$ cat config.mk
export PLATFORM = sky130hd
export DESIGN_NAME = gold_ring_router
export DESIGN_NICKNAME = d
export VERILOG_FILES = /design/src/rtl/gold_ring_router.sv
export SDC_FILE = /design/constraint.sdc
export NUM_CORES = 1
export LEC_CHECK = 0
export BUFFER_PORTS_ARGS = -buffer_cell sky130_fd_sc_hd__buf_2
export CAP_MARGIN = 20
export CORE_UTILIZATION = 45
export CTS_BUF_LIST = sky130_fd_sc_hd__clkbuf_2 sky130_fd_sc_hd__clkbuf_4 sky130_fd_sc_hd__clkbuf_8
export CTS_CLUSTER_DIAMETER = 80
export CTS_CLUSTER_SIZE = 16
export DETAILED_ROUTE_END_ITERATION = 12
export REMOVE_ABC_BUFFERS = 1
export SKIP_CTS_REPAIR_TIMING = 1
export SYNTH_ARGS = -nofsm -noshare
export SYNTH_HDL_FRONTEND = slang
export SYNTH_SLANG_ARGS = --single-unit
$ cat constraint.sdc
create_clock -name clk -period 2.85 [get_ports clk]
set_input_delay 0.1425 -clock clk [delete_from_list [all_inputs] [get_ports clk]]
set_output_delay 0.1425 -clock clk [all_outputs]
set_load 0.02 [all_outputs]
$ cat src/rtl/gold_ring_router.sv
// Three-port ring router node (cw / ccw / PE) with two polarity-multiplexed VCs.
// Optional ROUTER_VC_CHECK_EN: ring inputs whose vc bit differs from polarity are acked and dropped.
module gold_ring_router #(
  parameter int PAC_WIDTH = 64
) (
  input  logic                 clk,
  input  logic                 reset,
  input  logic                 polarity,
  input  logic                 cwsi,
  input  logic                 ccwsi,
  input  logic                 pesi,
  output logic                 cwri,
  output logic                 ccwri,
  output logic                 peri,
  input  logic [PAC_WIDTH-1:0] cwdi,
  input  logic [PAC_WIDTH-1:0] ccwdi,
  input  logic [PAC_WIDTH-1:0] pedi,
  output logic                 cwso,
  output logic                 ccwso,
  output logic                 peso,
  input  logic                 cwro,
  input  logic                 ccwro,
  input  logic                 pero,
  output logic [PAC_WIDTH-1:0] cwdo,
  output logic [PAC_WIDTH-1:0] ccwdo,
  output logic [PAC_WIDTH-1:0] pedo
);

  localparam int NP = 3;
  localparam logic [1:0] CW = 2'd0, CCW = 2'd1, PE = 2'd2;

  logic [NP-1:0][1:0]                in_full, out_full, rr_ptr;
  logic [NP-1:0][1:0][PAC_WIDTH-1:0] in_data, out_data;
  logic [NP-1:0]                     si, ro, ri, so, cap;
  logic [NP-1:0]                     req_a, req_b, gnt_a, gnt_b, mv_in, mv_out;
  logic [NP-1:0][PAC_WIDTH-1:0]      di, dout, in_sel, mv_data, mv_src_data;
  logic [NP-1:0][7:0]                hop;
  logic [NP-1:0][1:0]                tgt;
  logic                              p, v;

  assign p  = polarity;
  assign v  = ~polarity;
  assign si = {pesi, ccwsi, cwsi};
  assign ro = {pero, ccwro, cwro};
  assign di = {pedi, ccwdi, cwdi};

  assign {peri, ccwri, cwri} = ri;
  assign {peso, ccwso, cwso} = so;
  assign cwdo  = dout[0];
  assign ccwdo = dout[1];
  assign pedo  = dout[2];

  generate
    for (genvar x = 0; x < NP; x++) begin : g_port
      // external side works on VC p
      assign ri[x]   = ~in_full[x][p];
      assign so[x]   = out_full[x][p];
      assign dout[x] = so[x] ? out_data[x][p] : '0;

      if (x == 2) begin : g_pe_cap
        assign cap[x] = si[x] & ri[x];
      end else begin : g_ring_cap
`ifdef ROUTER_VC_CHECK_EN
        assign cap[x] = si[x] & ri[x] & (di[x][PAC_WIDTH-1] == p);
`else
        assign cap[x] = si[x] & ri[x];
`endif
      end

      // internal side works on VC ~p; hop decrements with saturation, vc/dir untouched
      assign in_sel[x]  = in_data[x][v];
      assign hop[x]     = in_sel[x][55:48];
      assign mv_data[x] = {in_sel[x][PAC_WIDTH-1:56],
                           (hop[x] == 8'd0) ? 8'd0 : hop[x] - 8'd1,
                           in_sel[x][47:0]};

      if (x == 2) begin : g_pe_route
        assign tgt[x] = in_sel[x][PAC_WIDTH-2] ? CCW : CW;
      end else begin : g_ring_route
        assign tgt[x] = (hop[x] == 8'd0) ? PE : ((x == 0) ? CW : CCW);
      end
    end

    // Output o is contested by requester A (ring side, or cw for the PE port) and B.
    for (genvar o = 0; o < NP; o++) begin : g_arb
      localparam int RA = (o == 1) ? 1 : 0;
      localparam int RB = (o == 2) ? 1 : 2;
      localparam logic [1:0] OT = 2'(o);
      assign req_a[o] = in_full[RA][v] & (tgt[RA] == OT);
      assign req_b[o] = in_full[RB][v] & (tgt[RB] == OT);
      assign gnt_b[o] = ~out_full[o][v] & req_b[o] & (~req_a[o] | rr_ptr[o][v]);
      assign gnt_a[o] = ~out_full[o][v] & req_a[o] & ~gnt_b[o];
      assign mv_out[o] = gnt_a[o] | gnt_b[o];
      assign mv_src_data[o] = gnt_b[o] ? mv_data[RB] : mv_data[RA];
    end
  endgenerate

  // each input targets exactly one output, so at most one term is set
  assign mv_in[0] = gnt_a[0] | gnt_a[2];
  assign mv_in[1] = gnt_a[1] | gnt_b[2];
  assign mv_in[2] = gnt_b[0] | gnt_b[1];

  always_ff @(posedge clk or negedge reset) begin
    if (!reset) begin
      in_full  <= '0;
      out_full <= '0;
      rr_ptr   <= '0;
      in_data  <= '0;
      out_data <= '0;
    end else begin
      for (int x = 0; x < NP; x++) begin
        if (cap[x]) begin
          in_full[x][p] <= 1'b1;
          in_data[x][p] <= di[x];
        end
        if (mv_in[x]) in_full[x][v] <= 1'b0;
        if (mv_out[x]) begin
          out_full[x][v] <= 1'b1;
          out_data[x][v] <= mv_src_data[x];
          rr_ptr[x][v]   <= ~gnt_b[x];
        end
        if (so[x] & ro[x]) out_full[x][p] <= 1'b0;
      end
    end
  end

endmodule

Word level (Yosys, flattened, before mapping):

Index checks and enable logic that the tools add are counted.

* register bits after elaboration: 786
* output and inout port bits: 198
* input bits: 201
* logic and storage cells: 182

* reductions and logical operators: 7
* muxes and demuxes: 83
* bitwise operators: 60
* equal/unequal tests: 4
* $lt $le $gt $ge: 4
* add/subtract/negate cells: 3

Operators with widths (number)
* $mux W64: 20
* $bwmux W128: 6
* $demux W64 S1: 2
* $mux W1: 33
* $mux W2: 14
* $and A1 B1 Y1: 24
* $logic_not A8 Y1: 3
* $mux W8: 3
* $sub A8 B1 Y8 const B: 3
* $not A1 Y1: 13
* $and A2 B2 Y2: 6
* $or A2 B2 Y2: 6
* $or A1 B1 Y1: 9
* $bwmux W2: 3
* $eq A2 B2 Y1 const B: 2
* $logic_not A2 Y1: 2
* $lt A1 B2 Y1 const B: 2
* $not A2 Y2: 2
* $demux W1 S1: 2
* $eq A2 B1 Y1 const B: 1
* $ge A1 B1 Y1 const B: 2
* $logic_and A1 B1 Y1: 2
* $eq A1 B1 Y1 const B: 1

Depth between registers and ports, before layout:

* depth in word-level cells: 16
* gate-level depth with buffers: 20
* gate-level depth less buffers: 8

Worst setup path before layout:

Ideal clock, no wire load.

* path type: input to register
* start point: input port polarity
* end point: register out_data[380] (netlist name)
* library setup time: 132 ps
* arrival time: 3532 ps
* stages: 19
* path slack: -814 ps
* buffers on the path: 12
* data required time: 2718 ps
* cell sequence: buf_6 > buf_6 > buf_2 > buf_2 > buf_4 > buf_4 > buf_2 > buf_2 > mux2i_1 > ha_1 > nor4b_1 > a2bb2o_4 > buf_6 > a311o_1 > clkbuf_1 > buf_6 > buf_6 > mux2i_1 > o21ai_1

* word-level cells in the longest chain between the ends: 12
* elaborated cells between the ends (all ways): 37
* those cells by class: order compare: 2; eq/ne: 2; mux: 18; bitwise: 12; reduce/logical: 3

Ends and longest elaborated chain
* start: declaration: RTL line 8 `input logic polarity,`
* $mux W64 (implied by the code) (2 in a row): RTL line 71 `assign in_sel[x] = in_data[x][v];`
* $logic_not A8 Y1: RTL line 80 `assign tgt[x] = (hop[x] == 8'd0) ? PE : ((x == 0) ? CW : CCW);`
* $mux W2: RTL line 80
* $eq A2 B2 Y1: RTL line 89 `assign req_a[o] = in_full[RA][v] & (tgt[RA] == OT);`
* $and A1 B1 Y1: RTL line 89
* $not A1 Y1: RTL line 91 `assign gnt_b[o] = ~out_full[o][v] & req_b[o] & (~req_a[o] | rr_ptr[o][v]);`
* $or A1 B1 Y1: RTL line 91
* $and A1 B1 Y1: RTL line 91
* $not A1 Y1: RTL line 92 `assign gnt_a[o] = ~out_full[o][v] & req_a[o] & ~gnt_b[o];`
* $and A1 B1 Y1: RTL line 92
* $or A1 B1 Y1: RTL line 93 `assign mv_out[o] = gnt_a[o] | gnt_b[o];`
* end signal: indexed assignment: RTL line 119 `out_data[x][v] <= mv_src_data[x];`
* end: declaration: RTL line 33 `logic [NP-1:0][1:0][PAC_WIDTH-1:0] in_data, out_data;`

Several ways; a longest one is shown, not always the timed one. The select of a mux whose other input is x is not followed.
A chain may end at the register's enable or synchronous reset.

Worst setup path after layout:

* start point: register in_data[240] (netlist name)
* end point: register out_data[247] (netlist name)

* word-level cells in the longest chain between the ends: 12
* elaborated cells between the ends (all ways): 17
* those cells by class: add/sub: 1; eq/ne: 1; mux: 6; bitwise: 8; reduce/logical: 1

Ends and longest elaborated chain
* start: declaration: RTL line 33
* start signal: indexed assignment: RTL line 114 `in_data[x][p] <= di[x];`
* $mux W64 (implied by the code) * (2 in a row): RTL line 71
* $logic_not A8 Y1: RTL line 74, 80
* $mux W2: RTL line 80
* $eq A2 B1 Y1: RTL line 89
* $and A1 B1 Y1: RTL line 89
* $not A1 Y1: RTL line 91
* $or A1 B1 Y1: RTL line 91
* $and A1 B1 Y1: RTL line 91
* $not A1 Y1: RTL line 92
* $and A1 B1 Y1: RTL line 92
* $or A1 B1 Y1: RTL line 93

Every way passes the cells marked *; elsewhere a longest branch is shown, timed or not. The select of a mux whose other input is x is not followed.

==> out/qor.txt <==
Status -> finished with violations
Failing checks -> negative hold slack
Post-synthesis async set-or-reset flop share -> 1.00
Die ar. -> 82400 sq um
Number of flops mapped to enable cells by yosys -> 0
Post-Route Utilization -> 0.538
Global Route Usage Sum -> 0.257
Remaining antenna violation count after routing -> 0
Clock buffer depth -> 3
Reg2reg path depth -> 9
Avg Inst Size Synth -> 11.8 sq um
CTS tree -> built
Clk Tree Root Cell -> clkbuf_8
Sequential area share after synthesis -> 0.538
Initial antenna violation count -> 8
Horiz. Die Dim -> 287 um
Vias -> 26100
Mux contribution to synthesized area -> 0.287
CP max-delay cell -> dfrtp_1
Area of the multi-input gates -> 15900 sq um
Worst-path cell chain -> mux2i_1 -> ha_1 -> nor4b_2 -> a2bb2o_4 -> a211oi_4 -> buf_12 -> buf_12 -> mux2i_1 -> o21ai_0
Crit path required time -> 3430 ps
RR Endpoint -> out_data[247]
Layout cell share with drive strength beyond 1 -> 0.335
Headroom to the max-slew limit -> 0.521
IO Port Bufs -> 398
Cell family with most CP delay -> compound AO/OA/AOI/OAI gates
Crit. End Element -> register
Grt ovf -> 0
GPL Wtd Cong -> 0.873
Top FF cell, synth -> dfrtp_1
CP Depth -> 9
Fill count -> 6950
Max VDD drop -> 535 uV
Synth Register Bits -> 786
RSZ-0062 raised after global routing -> true
Max-slew violations -> 0
Pre-CTS worst setup slack -> 109 ps
Clock latency on the worst-skew pair -> 710 ps
CP startpoint -> in_data[240]
Total Wirelength -> 108000 um
Reg-to-reg setup timing slack -> 150 ps
Achievable Freq -> 370 MHz
DRT Pass-1 Iters -> 5
Vias per inst -> 5.52
Worst setup path end -> out_data[247]
Endpoints failing setup -> 0
Starting Density -> 0.455
Fin crit share -> 0.947
Crit path launch type -> register
Dpl hpwl -> 69800 um
Syn Std Cell Area -> 36600 sq um
Netlist cell types -> 67
Static Leakage -> 20.2 nW
Register area -> 19700 sq um
Tightest Pin Transition -> 718 ps
CP bufs+invs -> 2
Routed len/inst -> 22.8 um
Power Density -> 1010 nW/um^2
Cells after synthesis -> 3110
Syn. warnings -> 0
Clock sinks -> 786
Clk slew on worst S/H paths -> 110 ps
Largest net degree at the start of global routing -> 99
Worst Setup Slack, final -> 150 ps
Max cap viols -> 0
Synth-to-layout area growth -> 18.2%
Clock Skews -> 36.0 ps
Worst-path maximum fanout -> 14
H-Tree Depth -> 2
Post-synthesis adder-cell area fraction -> 0.00103
I/O Pins -> 399
Die Span Y -> 287 um
TritonCTS buffer count -> 56
Row count -> 104
Min cycle time layout -> 2700 ps
Worst R2R Start -> in_data[240]
Crit-path max cell delay -> 420 ps
Post-synthesis compound-gate area fraction -> 0.0634
Synth Area in Simple Gates -> 0.0778
Largest family of logic cells by synthesized area -> multiplexers
Crit path DAT -> 3280 ps
Worst hold slack -> -16.0 ps
Starting DRT DRC Count -> 1634
Worst hold path class -> primary input to async pin
Drt drc -> 0
XOR/XNOR Fraction of Synth Area -> 0.00240
Crit Path Class -> register to register
Nets@finish -> 3851
Fin. Hold Viols -> 5
Area of the core -> 80400 sq um
Vias in the first global route -> 26500
First-pass GRT wire length -> 161000 um
[through the flow]
step	TNS, ps	instances	instance area [sq um]	power (mW)
after global placement	0	4450	40300	36.9
after CTS	0	4516	41200	43.6
after global routing	-4.69	4717	43200	46.4
final	0	4719	43200	43.6
after floorplan	-1338430	2895	35500	30.9
after detailed placement	0	4450	40300	37.8
[cells in the final DEF, fill, tap and decap left out, drive strengths merged, types with 4 or more instances in the layout]
cell | synthesis | routed
a21o | 4 | 4
a21oi | 71 | 71
and2 | 23 | 23
buf | 133 | 495
clkbuf | 82 | 60
dfrtp | 786 | 786
diode | 0 | 4
dlygate4sd3 | 0 | 199
inv | 14 | 14
mux2 | 633 | 633
mux2i | 335 | 335
nand2 | 318 | 318
nand3 | 7 | 7
nor2 | 267 | 267
nor2b | 4 | 4
nor3 | 17 | 17
nor3b | 5 | 5
nor4b | 4 | 4
o21ai | 325 | 325
o31ai | 5 | 5
or3 | 8 | 8
xor2 | 7 | 7
[Yosys cell counts (3+ instances only)]
cell,count,area share
a21o_1,4,0.00082
and2_1,21,0.0036
nand2b_1,3,0.00051
ha_1,3,0.0010
xnor2_1,3,0.00072
clkbuf_1,82,0.0084
nor4b_1,3,0.00072
buf_2,88,0.012
nand3b_1,3,0.00062
nor2_1,266,0.027
or3_1,7,0.0012
o21ai_1,37,0.0051
mux2_2,633,0.19
nor2b_1,4,0.00068
mux2i_1,335,0.092
nor3b_1,5,0.0010
o21ai_0,288,0.039
dfrtp_1,786,0.54
buf_1,16,0.0016
or2_2,3,0.00051
buf_4,18,0.0037
o31ai_1,5,0.0010
nand4b_1,3,0.00072
a21oi_1,71,0.0097
nand2_1,318,0.033
buf_6,11,0.0034
xor2_1,7,0.0017
nand3_1,7,0.00096
or4_1,3,0.00062
nor3_1,17,0.0023
inv_1,14,0.0014
[logic make-up after synthesis]
kind of cell / after synthesis
mux: 968
buf+inv: 229
xor+xnor: 10
compound gates: 433
fa+ha+maj: 3
flops: 786
simple gates: 681
[state kept, by name (all words and copies together) (netlist names)]
name / flops
in_data: 384
out_full: 6
in_full: 6
out_data: 384
rr_ptr: 6
[final cells by class]
type / count / area share
well taps: 1060 / 0.0307
clock buffers: 60 / 0.0190
repair buffers: 694 / 0.124
multi-input cells: 2095 / 0.368
clock inverters: 6 / 0.00255
diodes: 4 / 0.000232
flip-flops and latches: 786 / 0.455
inverters: 14 / 0.00122
[worst min-delay path by stage]
| stage | startpoint | end | slack [ps] | cells past startpoint |
|---|---|---|---|---|
| final | reset | in_data[263] | -20 | 2 |
| after global routing | reset | in_data[263] | 40 | 2 |
| after CTS | reset | in_data[263] | -590 | 1 |
| after detailed placement | reset | in_data[263] | 200 | 1 |
| after global placement | reset | in_data[263] | 180 | 1 |
| after floorplan | reset | in_data[0] | -150 | 0 |
[power breakdown]
part           internal (mW)  leakage [nW]  total, mW  switching [mW]
clock                   2.15         0.475       5.77            3.62
combinational           8.52          10.1       18.8            10.2
sequential              16.2          9.65       19.0            2.82
[metal layers]
| metal | vias to the layer above | routed length [um] | part of all wire | track usage |
|---|---|---|---|---|
| met5 | - | 21 | 0.00019 | 0 |
| met2 | 615 | 53100 | 0.49 | 0.433 |
| met1 | 13500 | 47700 | 0.44 | 0.347 |
| li1 | 11900 | - | - | - |
| met4 | 4 | 2420 | 0.022 | 0.0653 |
| met3 | 131 | 4600 | 0.043 | 0.0367 |
Power figures use the tool's default switching activity.
